### config.mk
export PLATFORM = sky130hd
export DESIGN_NAME = serializer_word_feeder
export DESIGN_NICKNAME = d
export VERILOG_FILES = /design/src/rtl/serializer_word_feeder_pkg.sv /design/src/rtl/serializer_word_feeder_slot_counter.sv /design/src/rtl/serializer_word_feeder.sv
export SDC_FILE = /design/constraint.sdc
export NUM_CORES = 1
export LEC_CHECK = 0
export CORE_ASPECT_RATIO = 0.6
export CORE_MARGIN = 4
export CORE_UTILIZATION = 40
export CTS_CLUSTER_SIZE = 14
export DETAILED_ROUTE_END_ITERATION = 12
export PLACE_DENSITY = 0.73
export SYNTH_ARGS = -nofsm -noshare
export SYNTH_HDL_FRONTEND = slang
export SYNTH_SLANG_ARGS = --single-unit
### constraint.sdc
create_clock -name bitCK -period 1.8 [get_ports bitCK]
set_input_delay 0.27 -clock bitCK [delete_from_list [all_inputs] [get_ports bitCK]]
set_output_delay 0.27 -clock bitCK [all_outputs]
set_load 0.05 [all_outputs]
### src/rtl/serializer_word_feeder_pkg.sv
// Shared types and sizing helpers for the serializer word feeder and its slot counter.
package serializer_feeder_pkg;

  typedef enum logic {
    IDLE = 1'b0,
    SEND = 1'b1
  } feeder_state_t;

  localparam logic [7:0] DEFAULT_IDLEWORD = 8'h3C;

  function automatic int nwords(input int frame_w, input int word_w);
    return frame_w / word_w;
  endfunction

  // Counter width for n states, never narrower than one bit.
  function automatic int cnt_width(input int n);
    return (n < 2) ? 1 : $clog2(n);
  endfunction

endpackage

### src/rtl/serializer_word_feeder_slot_counter.sv
// Enable-gated modulo-MODULUS bit counter; slot marks the enabled edge that closes a word period.
module slot_counter
  import serializer_feeder_pkg::*;
#(
  parameter int MODULUS = 8
) (
  input  logic clk,
  input  logic rstn,
  input  logic enable,
  output logic slot
);

  localparam int W = cnt_width(MODULUS);
  localparam logic [W-1:0] LAST = W'(MODULUS - 1);

  logic [W-1:0] bitCnt;

  // Reset to the last count so the first enabled edge is already a slot.
  always_ff @(posedge clk) begin
    if (!rstn) begin
      bitCnt <= LAST;
    end else if (enable) begin
      bitCnt <= (bitCnt == LAST) ? '0 : bitCnt + 1'b1;
    end
  end

  assign slot = enable & (bitCnt == LAST);

endmodule

### src/rtl/serializer_word_feeder.sv
// Slices valid/ready frames into LSB-first words for the serializer, one load per word
// period, and fills empty periods with IDLEWORD so the serial stream never stalls.
//
// state | meaning
// IDLE  | no frame in flight; each slot sends IDLEWORD unless a frame is taken
// SEND  | frameReg words being loaded; last slot may chain the next frame
module serializer_word_feeder
  import serializer_feeder_pkg::*;
#(
  parameter int WORDWIDTH = 8,
  parameter int FRAMEWIDTH = 40,
  parameter logic [WORDWIDTH-1:0] IDLEWORD = WORDWIDTH'(DEFAULT_IDLEWORD)
) (
  input  logic                  bitCK,
  input  logic                  rstn,
  input  logic                  enable,
  input  logic [FRAMEWIDTH-1:0] frameIn,
  input  logic                  frameValid,
  output logic                  frameReady,
  output logic [WORDWIDTH-1:0]  dout,
  output logic                  load,
  output logic                  idleSent,
  output logic [15:0]           frameCount
);

  localparam int NW = nwords(FRAMEWIDTH, WORDWIDTH);
  localparam int IW = cnt_width(NW);
  localparam logic [IW-1:0] LASTIDX = IW'(NW - 1);

  feeder_state_t         state;
  logic [IW-1:0]         wordIdx;
  logic [IW-1:0]         nextIdx;
  logic [FRAMEWIDTH-1:0] frameReg;
  logic [WORDWIDTH-1:0]  nextWord;
  logic                  slot;
  logic                  transfer;

  slot_counter #(.MODULUS(WORDWIDTH)) u_slot (
    .clk    (bitCK),
    .rstn   (rstn),
    .enable (enable),
    .slot   (slot)
  );

  assign frameReady = slot & ((state == IDLE) | (wordIdx == LASTIDX));
  assign transfer   = frameReady & frameValid;
  assign nextIdx    = wordIdx + 1'b1;

  always_comb begin
    nextWord = frameReg[WORDWIDTH-1:0];
    for (int i = 0; i < NW; i++) begin
      if (nextIdx == IW'(i)) nextWord = frameReg[i*WORDWIDTH +: WORDWIDTH];
    end
  end

  always_ff @(posedge bitCK) begin
    if (!rstn) begin
      state      <= IDLE;
      wordIdx    <= '0;
      load       <= 1'b0;
      idleSent   <= 1'b0;
      dout       <= IDLEWORD;
      frameReg   <= '0;
      frameCount <= '0;
    end else begin
      load     <= 1'b0;
      idleSent <= 1'b0;
      if (transfer) frameCount <= frameCount + 16'd1;
      if (slot) begin
        load <= 1'b1;
        if (transfer) begin
          frameReg <= frameIn;
          dout     <= frameIn[WORDWIDTH-1:0];
          wordIdx  <= '0;
          state    <= SEND;
        end else if ((state == SEND) && (wordIdx != LASTIDX)) begin
          wordIdx <= nextIdx;
          dout    <= nextWord;
        end else begin
          // Covers both an idle slot and a frame ending with nothing queued behind it.
          dout     <= IDLEWORD;
          idleSent <= 1'b1;
          state    <= IDLE;
        end
      end
    end
  end

endmodule

==> out/qor.txt, run 1 <==
GR Util met1: 27.99%
Final Hold Vio Count: 0
die span in y: 77.78 um
Clock Sinks: 73
RSZ-0062 raised after global routing: yes
cell accounting for the most synthesized area: dfxtp_1
Pre-antenna DRT Iters: 5
r2r setup slk: -0.05 ns
Die ar.: 0.009667 mm2
area share of the largest cell type after synthesis: 45.03%
share of cells above drive strength 1: 26.06%
max-cap check violation count: 0
grt total ovfl: 0
DRT iter0 DRCs: 317
EDFF count, synth: 0
DRC viols: 0
GP Congestion: 0.8672
top post-synthesis cells by area: dfxtp_1, nand2_1, a21oi_1, o21ai_0, ha_1
worst flop-to-flop path endpoint: frameCount[15]
global-route wire length before repair: 15.59 mm
diodes inserted: 0
Synth cell types: 39
CP Depth: 6
vias in the first global route: 3,159
routed wire length per instance: 15.25 um
P&R area growth vs syn: 48.96%
clock latency at the later pin of the worst-skew pair: 0.34 ns
# H-tree levels: 3
cell area after synthesis: 0.003246 mm2
CTS hold repair buffers: 0
DP Wirelength: 6.936 mm
worst min-delay path class: input pin to register
synth cell count leaders: nand2_1, dfxtp_1, a21oi_1
via count: 3,305
# port buffers: 70
failing checks: negative setup slack
I/O Pins: 71
Via density: 5.280
Max Slew Vio Count: 0
async set-or-reset flop fraction in the synthesized netlist: 0%
Startpoint Class: register
Die X: 124.3 um
fin nets: 565
Num CTS Buffers: 9
most common cell in the synthesized netlist: nand2_1
Core Util, Final: 61.33%
worst-path cell chain: inv_2, ha_4, a21boi_4, or4_4, or4_4, a21oi_2
Post-Route WL: 9.544 mm
CP required: 2.07 ns
skew final: 0.005560 ns
gr usage total: 19.92%
TritonCTS clock tree: yes
launch point of the worst reg-to-reg path: wordIdx[1]
Non-Filler Instances: 626
status: finished, violations left
Critical Path End: frameCount[15]
Tmin final: 1.853 ns
fmax: 539.7 MHz
Placed Instances: 606
Starting Density: 41.17%
std cell rows: 25
Most Crowded Layer GR: met2
CP endpoint kind: register
worst hold slack: 0.4261 ns
Core Box Area: 0.007883 mm2
Period Utilization, post-route: 102.9%
slowest stage delay, CP: 0.57 ns
GR Layer Usage met3: 6.602%
pwr/cell area: 813.5 mW/mm2
Sum Neg Setup Slack: -0.05299 ns
DRT antenna net count: 0
Setup WS post-layout: -0.05299 ns
endpoints failing setup: 1
Slew HR: 66.25%
Synth Instances: 407
Worst VDD drop: 0.5555 mV
LEAKAGE: 1.804 nW
post-synthesis sequential area ratio: 45.03%
clk slew on worst S/H paths: 0.06 ns
final instance area: 0.004835 mm2
Clock Path Buffers: 2
largest net degree at the start of global routing: 31
initial antenna violation count: 0
flops & latches, synth: 73
Syn Area/Cell: 7.974 um2
syn_nets: 459
Max Fanout on Critical Path: 6
cell repeated most along the worst path: or4_4
CP max stage cell: or4_4
met2 Use GR: 28.50%
buffer and inverter count on the worst path: 1
slew of the pin with the lowest slew margin: 0.5054 ns
critical path type: register to register
Ys Warns: 0
Root Buffer: clkbuf_16
placed cell area: 0.004394 mm2
CP top delay family: simple AND/OR/NAND/NOR gates
Synth Flop Type: dfxtp_1
worst setup path start: wordIdx[1]
Worst EP arrival: 2.13 ns
R2R cell count: 6
## worst min-delay path by stage
stage                       startpoint  slack [ns]          endpoint  cells past startpoint
after floorplan             frameValid        0.35          idleSent                      1
after global placement     frameReg[5]        0.44       frameReg[5]                      2
after detailed placement  frameReg[30]        0.45      frameReg[30]                      2
after CTS                       enable        0.42  u_slot.bitCnt[0]                      3
after global routing            enable        0.47  u_slot.bitCnt[0]                      3
final                           enable        0.43  u_slot.bitCnt[0]                      3
## worst register-to-register path: stages (launching register included)
cell      delay (ns)
dfxtp_2         0.34
inv_2           0.08
ha_4            0.16
a21boi_4        0.06
or4_4           0.57
or4_4           0.44
a21oi_2         0.14
## area by class of cell
class	count	area, um2
inverters	13	48.80
clock buffers	9	225.2
flip-flops and latches	73	1481
clock inverters	7	37.54
fillers	716	3048
multi-input cells	293	1788
well taps	108	135.1
repair buffers	123	1119
## registers in the layout, indices dropped and copies added (netlist names)
register,cells
u_slot.bitCnt,3
frameCount,16
wordIdx,3
state,1
frameReg,40
idleSent,1
load,1
dout,8
## placed cells by master (no fill, tap or decap), types with 9 or more instances in the layout
cell type and count:
clkdlybuf4s50_1 46, nor2_1 14, dfxtp_2 16, o21ai_0 17
dfxtp_1 57, nand2_1 95, buf_4 64, clkbuf_16 9
a21oi_1 65, inv_1 9
## metrics by stage
| stage | worst slack, ns | power, mW |
|---|---|---|
| 3_3_place_gp | -0.3564 | 2.337 |
| 4_1_cts | -0.02942 | 3.941 |
| 6_report | -0.05299 | 3.933 |
| 3_5_place_dp | -0.3931 | 2.348 |
| 2_1_floorplan | -0.03466 | 2.089 |
| 5_1_grt | -0.1090 | 4.095 |
## cells by family after synthesis
group,count (synthesis),synth area share (%)
and+or+nand+nor,152,22.17
AOI/OAI and AO/OA,125,22.55
DFF,73,45.03
buffers and inverters,41,4.896
adders and majority gates,8,3.084
xor gates and xnor gates,5,1.349
muxes,3,0.9252
## metal layers
layer	share of wire [%]	routed length, um
met4	1.3	124
met1	50	4788
met2	43	4062
met3	6.0	569
met5	0	0
## timing repair
item / 4_1_cts / 5_1_grt
setup endpoints to repair: 41 / 45
buffers inserted: 1 / 3
resized for setup: 15 / 31
pin swaps: 8 / 9
## power breakdown
part,switching (mW),internal [mW],total [mW]
combinational,0.330,0.281,0.611
clock,0.664,0.915,1.58
sequential,0.0486,1.69,1.74
total,1.04,2.89,3.93
Power figures use the tool's default switching activity.
==> run 2, diff against run 1 <==
CORE_UTILIZATION = 45   (was 40)
CTS_CLUSTER_DIAMETER = 120   (was unset)
PLACE_DENSITY = 0.87   (was 0.73)
==> out/qor.txt, run 2 (synthesized netlist as in run 1, its figures left out) <==
worst-path cell chain: ha_4, ha_4, and3_4, nand4_1, buf_6, buf_4, or3_1, a21oi_1 (was inv_2, ha_4, a21boi_4, or4_4, or4_4, a21oi_2)
worst flop-to-flop path endpoint: frameCount[4] (was frameCount[15])
DRC viols: 0 (unchanged)
fin nets: 563 (was 565)
DP Wirelength: 6.944 mm (was 6.936 mm)
Max Slew Vio Count: 0 (unchanged)
CP endpoint kind: register (unchanged)
Worst EP arrival: 2.19 ns (was 2.13 ns)
Root Buffer: clkbuf_16 (unchanged)
status: finished, violations left (unchanged)
pwr/cell area: 831.7 mW/mm2 (was 813.5 mW/mm2)
Num CTS Buffers: 9 (unchanged)
M1 WL: 5.085 mm (was 4.788 mm)
skew final: 0.005259 ns (was 0.005560 ns)
placed cell area: 0.004260 mm2 (was 0.004394 mm2)
clock latency at the later pin of the worst-skew pair: 0.34 ns (about the same)
Worst VDD drop: 0.3938 mV (was 0.5555 mV)
diodes inserted: 0 (unchanged)
worst setup path start: u_slot.bitCnt[0] (was wordIdx[1])
fmax: 516.9 MHz (was 539.7 MHz)
RSZ-0062 raised after global routing: yes (unchanged)
GP Congestion: 0.8718 (was 0.8672)
Slew HR: 62.84% (was 66.25%)
CP Depth: 8 (was 6)
LEAKAGE: 1.868 nW (was 1.804 nW)
final instance area: 0.005105 mm2 (was 0.004835 mm2)
TritonCTS clock tree: yes (unchanged)
Pre-antenna DRT Iters: 5 (unchanged)
endpoints failing setup: 10 (was 1)
CP required: 2.06 ns (was 2.07 ns)
routed wire length per instance: 20.60 um (was 15.25 um)
Setup WS post-layout: -0.1347 ns (was -0.05299 ns)
highest metal used: met4 (unchanged)
worst hold slack: 0.4574 ns (was 0.4261 ns)
Startpoint Class: register (unchanged)
gr usage total: 24.41% (was 19.92%)
die span in y: 73.79 um (was 77.78 um)
Die ar.: 0.008680 mm2 (was 0.009667 mm2)
Period Utilization, post-route: 107.5% (was 102.9%)
initial antenna violation count: 0 (unchanged)
CP max stage cell: dfxtp_2 (was or4_4)
worst slack, placed: -0.3147 ns (was -0.3931 ns)
Final Hold Vio Count: 0 (unchanged)
# port buffers: 70 (unchanged)
Clock Sinks: 73 (unchanged)
Tmin final: 1.935 ns (was 1.853 ns)
Starting Density: 47.39% (was 41.17%)
vias in the first global route: 3,524 (was 3,159)
share of cells above drive strength 1: 29.26% (was 26.06%)
Largest register FFs: 40 (unchanged)
switching power: 1.118 mW (was 1.043 mW)
wire length on met2: 5.612 mm (was 4.062 mm)
Via density: 6.197 (was 5.280)
worst min-delay path class: register to register (was input pin to register)
largest net degree at the start of global routing: 48 (was 31)
slew of the pin with the lowest slew margin: 0.5565 ns (was 0.5054 ns)
Sequential Power Share: 41.2% (was 44.3%)
Sw Ratio: 26.32% (was 26.52%)
Non-Filler Instances: 603 (was 626)
max-cap check violation count: 0 (unchanged)
r2r setup slk: -0.13 ns (was -0.05 ns)
DRT iter0 DRCs: 481 (was 317)
global-route wire length before repair: 16.84 mm (was 15.59 mm)
critical path type: register to register (unchanged)
Biggest register: frameReg (unchanged)
launch point of the worst reg-to-reg path: u_slot.bitCnt[0] (was wordIdx[1])
CP top delay family: simple AND/OR/NAND/NOR gates (unchanged)
Clk network pwr share: 41.9% (was 40.2%)
Placed Instances: 570 (was 606)
cell-internal power: 3.128 mW (was 2.890 mW)
I/O Pins: 71 (unchanged)
most common cell after layout, fill and taps aside: nand2_1 (unchanged)
largest registers: frameReg: 40 flops, frameCount: 16 flops, dout: 8 flops (unchanged)
Core Box Area: 0.006849 mm2 (was 0.007883 mm2)
Critical Path End: frameCount[4] (was frameCount[15])
Max Fanout on Critical Path: 5 (was 6)
cell repeated most along the worst path: ha_4 (was or4_4)
slowest stage delay, CP: 0.35 ns (was 0.57 ns)
DRT antenna net count: 0 (unchanged)
failing checks: negative setup slack (unchanged)
grt total ovfl: 0 (unchanged)
P&R area growth vs syn: 57.29% (was 48.96%)
clk slew on worst S/H paths: 0.06 ns (about the same)
R2R cell count: 8 (was 6)
Clock Path Buffers: 2 (unchanged)
Die X: 117.6 um (was 124.3 um)
most frequent cells in the layout: nand2_1, dfxtp_1, a21oi_1 (was nand2_1, a21oi_1, buf_4)
# H-tree levels: 3 (unchanged)
buffer and inverter count on the worst path: 2 (was 1)
std cell rows: 23 (was 25)
Comb power frac: 16.9% (was 15.5%)
WL met3: 1.269 mm (was 569 um)
Post-Route WL: 12.42 mm (was 9.544 mm)
via count: 3,737 (was 3,305)
-- run 2: final cells by class --
cell class | count | area (um2)
multi-input cells | 293 | 1954
flip-flops and latches | 73 | 1486
clock inverters | 3 | 40.04
repair buffers | 121 | 1212
fillers | 432 | 1744
well taps | 87 | 108.9
clock buffers | 13 | 250.2
inverters | 13 | 52.55
-- run 2: power groups by stage --
| stage | clock network [mW] | logic [mW] | registers (mW) |
|---|---|---|---|
| 2_1_floorplan | 0 | 0.242 | 1.85 |
| 3_3_place_gp | 0 | 0.553 | 1.77 |
| 3_5_place_dp | 0 | 0.570 | 1.78 |
| 4_1_cts | 1.77 | 0.620 | 1.74 |
| 5_1_grt | 1.86 | 0.762 | 1.75 |
| 6_report | 1.78 | 0.718 | 1.75 |
-- run 2: metrics by stage --
stage / TNS (ns) / power, mW / util (%)
after floorplan: -0.04693 / 2.089 / -
after global placement: -4.456 / 2.325 / 62.20
after detailed placement: -5.832 / 2.348 / 62.20
after CTS: -0.5104 / 4.134 / 68.98
after global routing: -1.250 / 4.372 / 74.53
final: -0.6181 / 4.246 / 74.53
-- run 2: layer usage --
metal,up-vias,GRT usage (%)
li1,1646,-
met3,58,9.000
met2,256,40.52
met5,-,0
met4,0,7.273
met1,1777,30.15
-- run 2: worst min-delay path by stage --
stage / start / endpoint / slack [ns] / cells past startpoint
finish: frameReg[36] / frameReg[36] / 0.46 / 2
global route: frameReg[36] / frameReg[36] / 0.47 / 2
CTS: frameReg[30] / frameReg[30] / 0.46 / 2
detailed placement: frameReg[36] / frameReg[36] / 0.45 / 2
global placement: frameReg[30] / frameReg[30] / 0.44 / 2
floorplan: frameValid / idleSent / 0.35 / 1
-- run 2: what timing repair did --
item,4_1_cts,5_1_grt
buffers inserted,7,9
pin swaps,11,20
resized for setup,21,66
hold endpoints to repair,0,0
endpoints found under the setup margin,44,66
gates cloned,2,3
hold buffers,0,0
-- run 2: worst register-to-register path, delay by kind of cell (launching register included) --
kind / cells / cell delay (ns)
buffers and inverters: 2 / 0.35
AO/OA/AOI/OAI: 1 / 0.17
adder cells (fa/ha/maj): 2 / 0.29
AND/OR/NAND/NOR: 3 / 0.71
flip-flops: 1 / 0.35
==> run 3, diff against run 2 <==
ABC_AREA = 1   (was unset)
CTS_CLUSTER_SIZE = 8   (was 14)
==> out/qor.txt, run 3 <==
largest net degree at the start of global routing: 38 (was 48)
Synth Flop Type: dfxtp_1 (unchanged)
slew of the pin with the lowest slew margin: 0.5167 ns (was 0.5565 ns)
Slew HR: 65.50% (was 62.84%)
Die ar.: 0.008973 mm2 (was 0.008680 mm2)
max-cap check violation count: 0 (unchanged)
DRT iter0 DRCs: 353 (was 481)
pwr/cell area: 926.1 mW/mm2 (was 831.7 mW/mm2)
WL met3: 787 um (was 1.269 mm)
Root Buffer: clkbuf_16 (unchanged)
top post-synthesis cells by area: dfxtp_1, nand2_1, a21oi_1, inv_1, nand3_1 (was dfxtp_1, nand2_1, a21oi_1, o21ai_0, ha_1)
area share of the largest cell type after synthesis: 43.42% (was 45.03%)
CP top delay family: buffers and inverters (was simple AND/OR/NAND/NOR gates)
wire length on met2: 4.650 mm (was 5.612 mm)
Overall Power: 4.430 mW (was 4.246 mW)
Tmin final: 1.767 ns (was 1.935 ns)
Max Slew Vio Count: 0 (unchanged)
vias in the first global route: 3,260 (was 3,524)
via count: 3,572 (was 3,737)
Worst EP arrival: 2.01 ns (was 2.19 ns)
cell repeated most along the worst path: buf_6 (was ha_4)
fin nets: 625 (was 563)
Synth Instances: 486 (was 407)
Clock Path Buffers: 2 (unchanged)
worst min-delay path class: register to register (unchanged)
cell-internal power: 3.325 mW (was 3.128 mW)
TritonCTS clock tree: yes (unchanged)
Syn Area/Cell: 6.925 um2 (was 7.974 um2)
Startpoint Class: register (unchanged)
std cell rows: 24 (was 23)
Ys Warns: 0 (unchanged)
DRC viols: 0 (unchanged)
Pre-antenna DRT Iters: 5 (unchanged)
Sequential Power Share: 39.2% (was 41.2%)
global-route wire length before repair: 14.96 mm (was 16.84 mm)
gr usage total: 21.07% (was 24.41%)
Die X: 119.7 um (was 117.6 um)
DP Wirelength: 6.461 mm (was 6.944 mm)
Biggest register: frameReg (unchanged)
synth cell count leaders: nand2_1, a21oi_1, dfxtp_1 (was nand2_1, dfxtp_1, a21oi_1)
fmax: 565.9 MHz (was 516.9 MHz)
LEAKAGE: 2.000 nW (was 1.868 nW)
flops & latches, synth: 73 (unchanged)
switching power: 1.105 mW (was 1.118 mW)
Sw Ratio: 24.94% (was 26.32%)
largest registers: frameReg: 40 flops, frameCount: 16 flops, dout: 8 flops (unchanged)
# port buffers: 70 (unchanged)
initial antenna violation count: 0 (unchanged)
most common cell after layout, fill and taps aside: nand2_1 (unchanged)
Period Utilization, post-route: 98.16% (was 107.5%)
cell area after synthesis: 0.003366 mm2 (was 0.003246 mm2)
Max Fanout on Critical Path: 28 (was 5)
status: complete, no violations (was finished, violations left)
grt total ovfl: 0 (unchanged)
P&R area growth vs syn: 42.12% (was 57.29%)
syn_nets: 538 (was 459)
Core Box Area: 0.007267 mm2 (was 0.006849 mm2)
Largest register FFs: 40 (unchanged)
Comb power frac: 14.1% (was 16.9%)
post-synthesis sequential area ratio: 43.42% (was 45.03%)
die span in y: 74.99 um (was 73.79 um)
Worst VDD drop: 0.5327 mV (was 0.3938 mV)
endpoints failing setup: 0 (was 10)
CP required: 2.05 ns (was 2.06 ns)
I/O Pins: 71 (unchanged)
cell accounting for the most synthesized area: dfxtp_1 (unchanged)
GP Congestion: 0.9652 (was 0.8718)
buffer and inverter count on the worst path: 3 (was 2)
Clk network pwr share: 46.7% (was 41.9%)
r2r setup slk: 0.03 ns (was -0.13 ns)
most frequent cells in the layout: nand2_1, a21oi_1, dfxtp_1 (was nand2_1, dfxtp_1, a21oi_1)
clock latency at the later pin of the worst-skew pair: 0.34 ns (about the same)
Final Hold Vio Count: 0 (unchanged)
# H-tree levels: 3 (unchanged)
Core Util, Final: 65.82% (was 74.53%)
Synth cell types: 27 (was 39)
DRT antenna net count: 0 (unchanged)
EDFF count, synth: 0 (unchanged)
worst-path cell chain: inv_2, ha_4, nand2_2, nand2_4, buf_6, nand3_4, buf_6, nand2_1, a21oi_1 (was ha_4, ha_4, and3_4, nand4_1, buf_6, buf_4, or3_1, a21oi_1)
share of cells above drive strength 1: 16.78% (was 29.26%)
most common cell in the synthesized netlist: nand2_1 (unchanged)
slowest stage delay, CP: 0.37 ns (was 0.35 ns)
highest metal used: met4 (unchanged)
Via density: 5.238 (was 6.197)
async set-or-reset flop fraction in the synthesized netlist: 0% (unchanged)
CP endpoint kind: register (unchanged)
clk slew on worst S/H paths: 0.06 ns (about the same)
M1 WL: 4.570 mm (was 5.085 mm)
diodes inserted: 0 (unchanged)
CP max stage cell: dfxtp_2 (unchanged)
Num CTS Buffers: 9 (unchanged)
routed wire length per instance: 15.06 um (was 20.60 um)
Clock Sinks: 73 (unchanged)
skew final: 0.004602 ns (was 0.005259 ns)
Post-Route WL: 10.27 mm (was 12.42 mm)
critical path type: register to register (unchanged)
Starting Density: 46.32% (was 47.39%)
## run 3: cell count changes in the layout (fill, tap and decap cells not counted), moves of 6 or more
| cell | delta |
|---|---|
| o21ai_0 | +13 |
| a21oi_2 | -12 |
| nand2_1 | +34 |
| inv_1 | +47 |
| buf_4 | -11 |
| dfxtp_2 | -11 |
| nand3_1 | +27 |
| or4_4 | -6 |
| dfxtp_1 | +13 |
| a21oi_1 | +25 |
## run 3: logic make-up (layout without fill, tap and decap cells)
| family | Yosys count | in the layout | synth area share (%) |
|---|---|---|---|
| flops | 73 | 73 | 43.42 |
| buf+inv | 89 | 180 | 10.63 |
| simple gates | 196 | 197 | 24.83 |
| fa+ha+maj | 8 | 8 | 2.974 |
| xor+xnor | 1 | 1 | 0.2603 |
| compound gates | 119 | 119 | 17.88 |
## run 3: timing repair
action / CTS / global route
gates resized for setup: 15 / 15
setup endpoints to repair: 9 / 55
hold buffers: 0 / 0
setup buffers: 3 / 5
gates cloned: 0 / 3
pin swaps: 1 / 1
## run 3: layout make-up
cell class	instances	area [um2]
Timing Repair Buffer	98	953.4
Sequential cell	73	1465
Clock buffer	9	225.2
Tap cell	104	130.1
Fill cell	583	2484
Inverter	66	251.5
Multi-Input combinational cell	325	1640
Clock inverter	7	117.6
## run 3: per-stage QoR
| step | setup TNS [ns] | hold slack, ns | worst slack, ns | cells | area (um2) |
|---|---|---|---|---|---|
| 4_1_cts | 0 | 0.4497 | 0.009157 | 674 | 4616 |
| 3_3_place_gp | 0 | 0.4378 | 0.07805 | 655 | 4208 |
| 6_report | 0 | 0.4481 | 0.03304 | 682 | 4783 |
| 3_5_place_dp | -0.03030 | 0.4422 | -0.03030 | 655 | 4208 |
| 2_1_floorplan | 0 | 0.3480 | 0.05397 | 486 | 3368 |
| 5_1_grt | -0.2168 | 0.4657 | -0.08175 | 682 | 4783 |
## run 3: per-layer routing
metal | up-vias | track usage [%]
met5 | - | 0
met4 | 0 | 8.883
met3 | 30 | 5.556
li1 | 1738 | -
met1 | 1651 | 26.00
met2 | 153 | 35.88
## run 3: power groups by stage
stage | clock, mW | combinational, mW | sequential, mW
2_1_floorplan | 0 | 0.247 | 1.83
3_3_place_gp | 0 | 0.533 | 1.76
3_5_place_dp | 0 | 0.545 | 1.76
4_1_cts | 2.07 | 0.569 | 1.73
5_1_grt | 2.14 | 0.674 | 1.74
6_report | 2.07 | 0.625 | 1.74
## run 3: worst register-to-register path, stage by stage (launching register included)
cell and delay (ns):
dfxtp_2 0.37, inv_2 0.07, ha_4 0.18, nand2_2 0.10, nand2_4 0.06, buf_6 0.14, nand3_4 0.17, buf_6 0.25
nand2_1 0.11, a21oi_1 0.22
## run 3: final timing paths
| check | from | end | cells after the start |
|---|---|---|---|
| worst max-delay path | wordIdx[0] | frameReg[2] | 9 |
| worst min-delay path | frameReg[25] | frameReg[25] | 2 |
| worst max register to register | wordIdx[0] | frameReg[2] | 9 |
| worst min register to register | frameReg[25] | frameReg[25] | 2 |
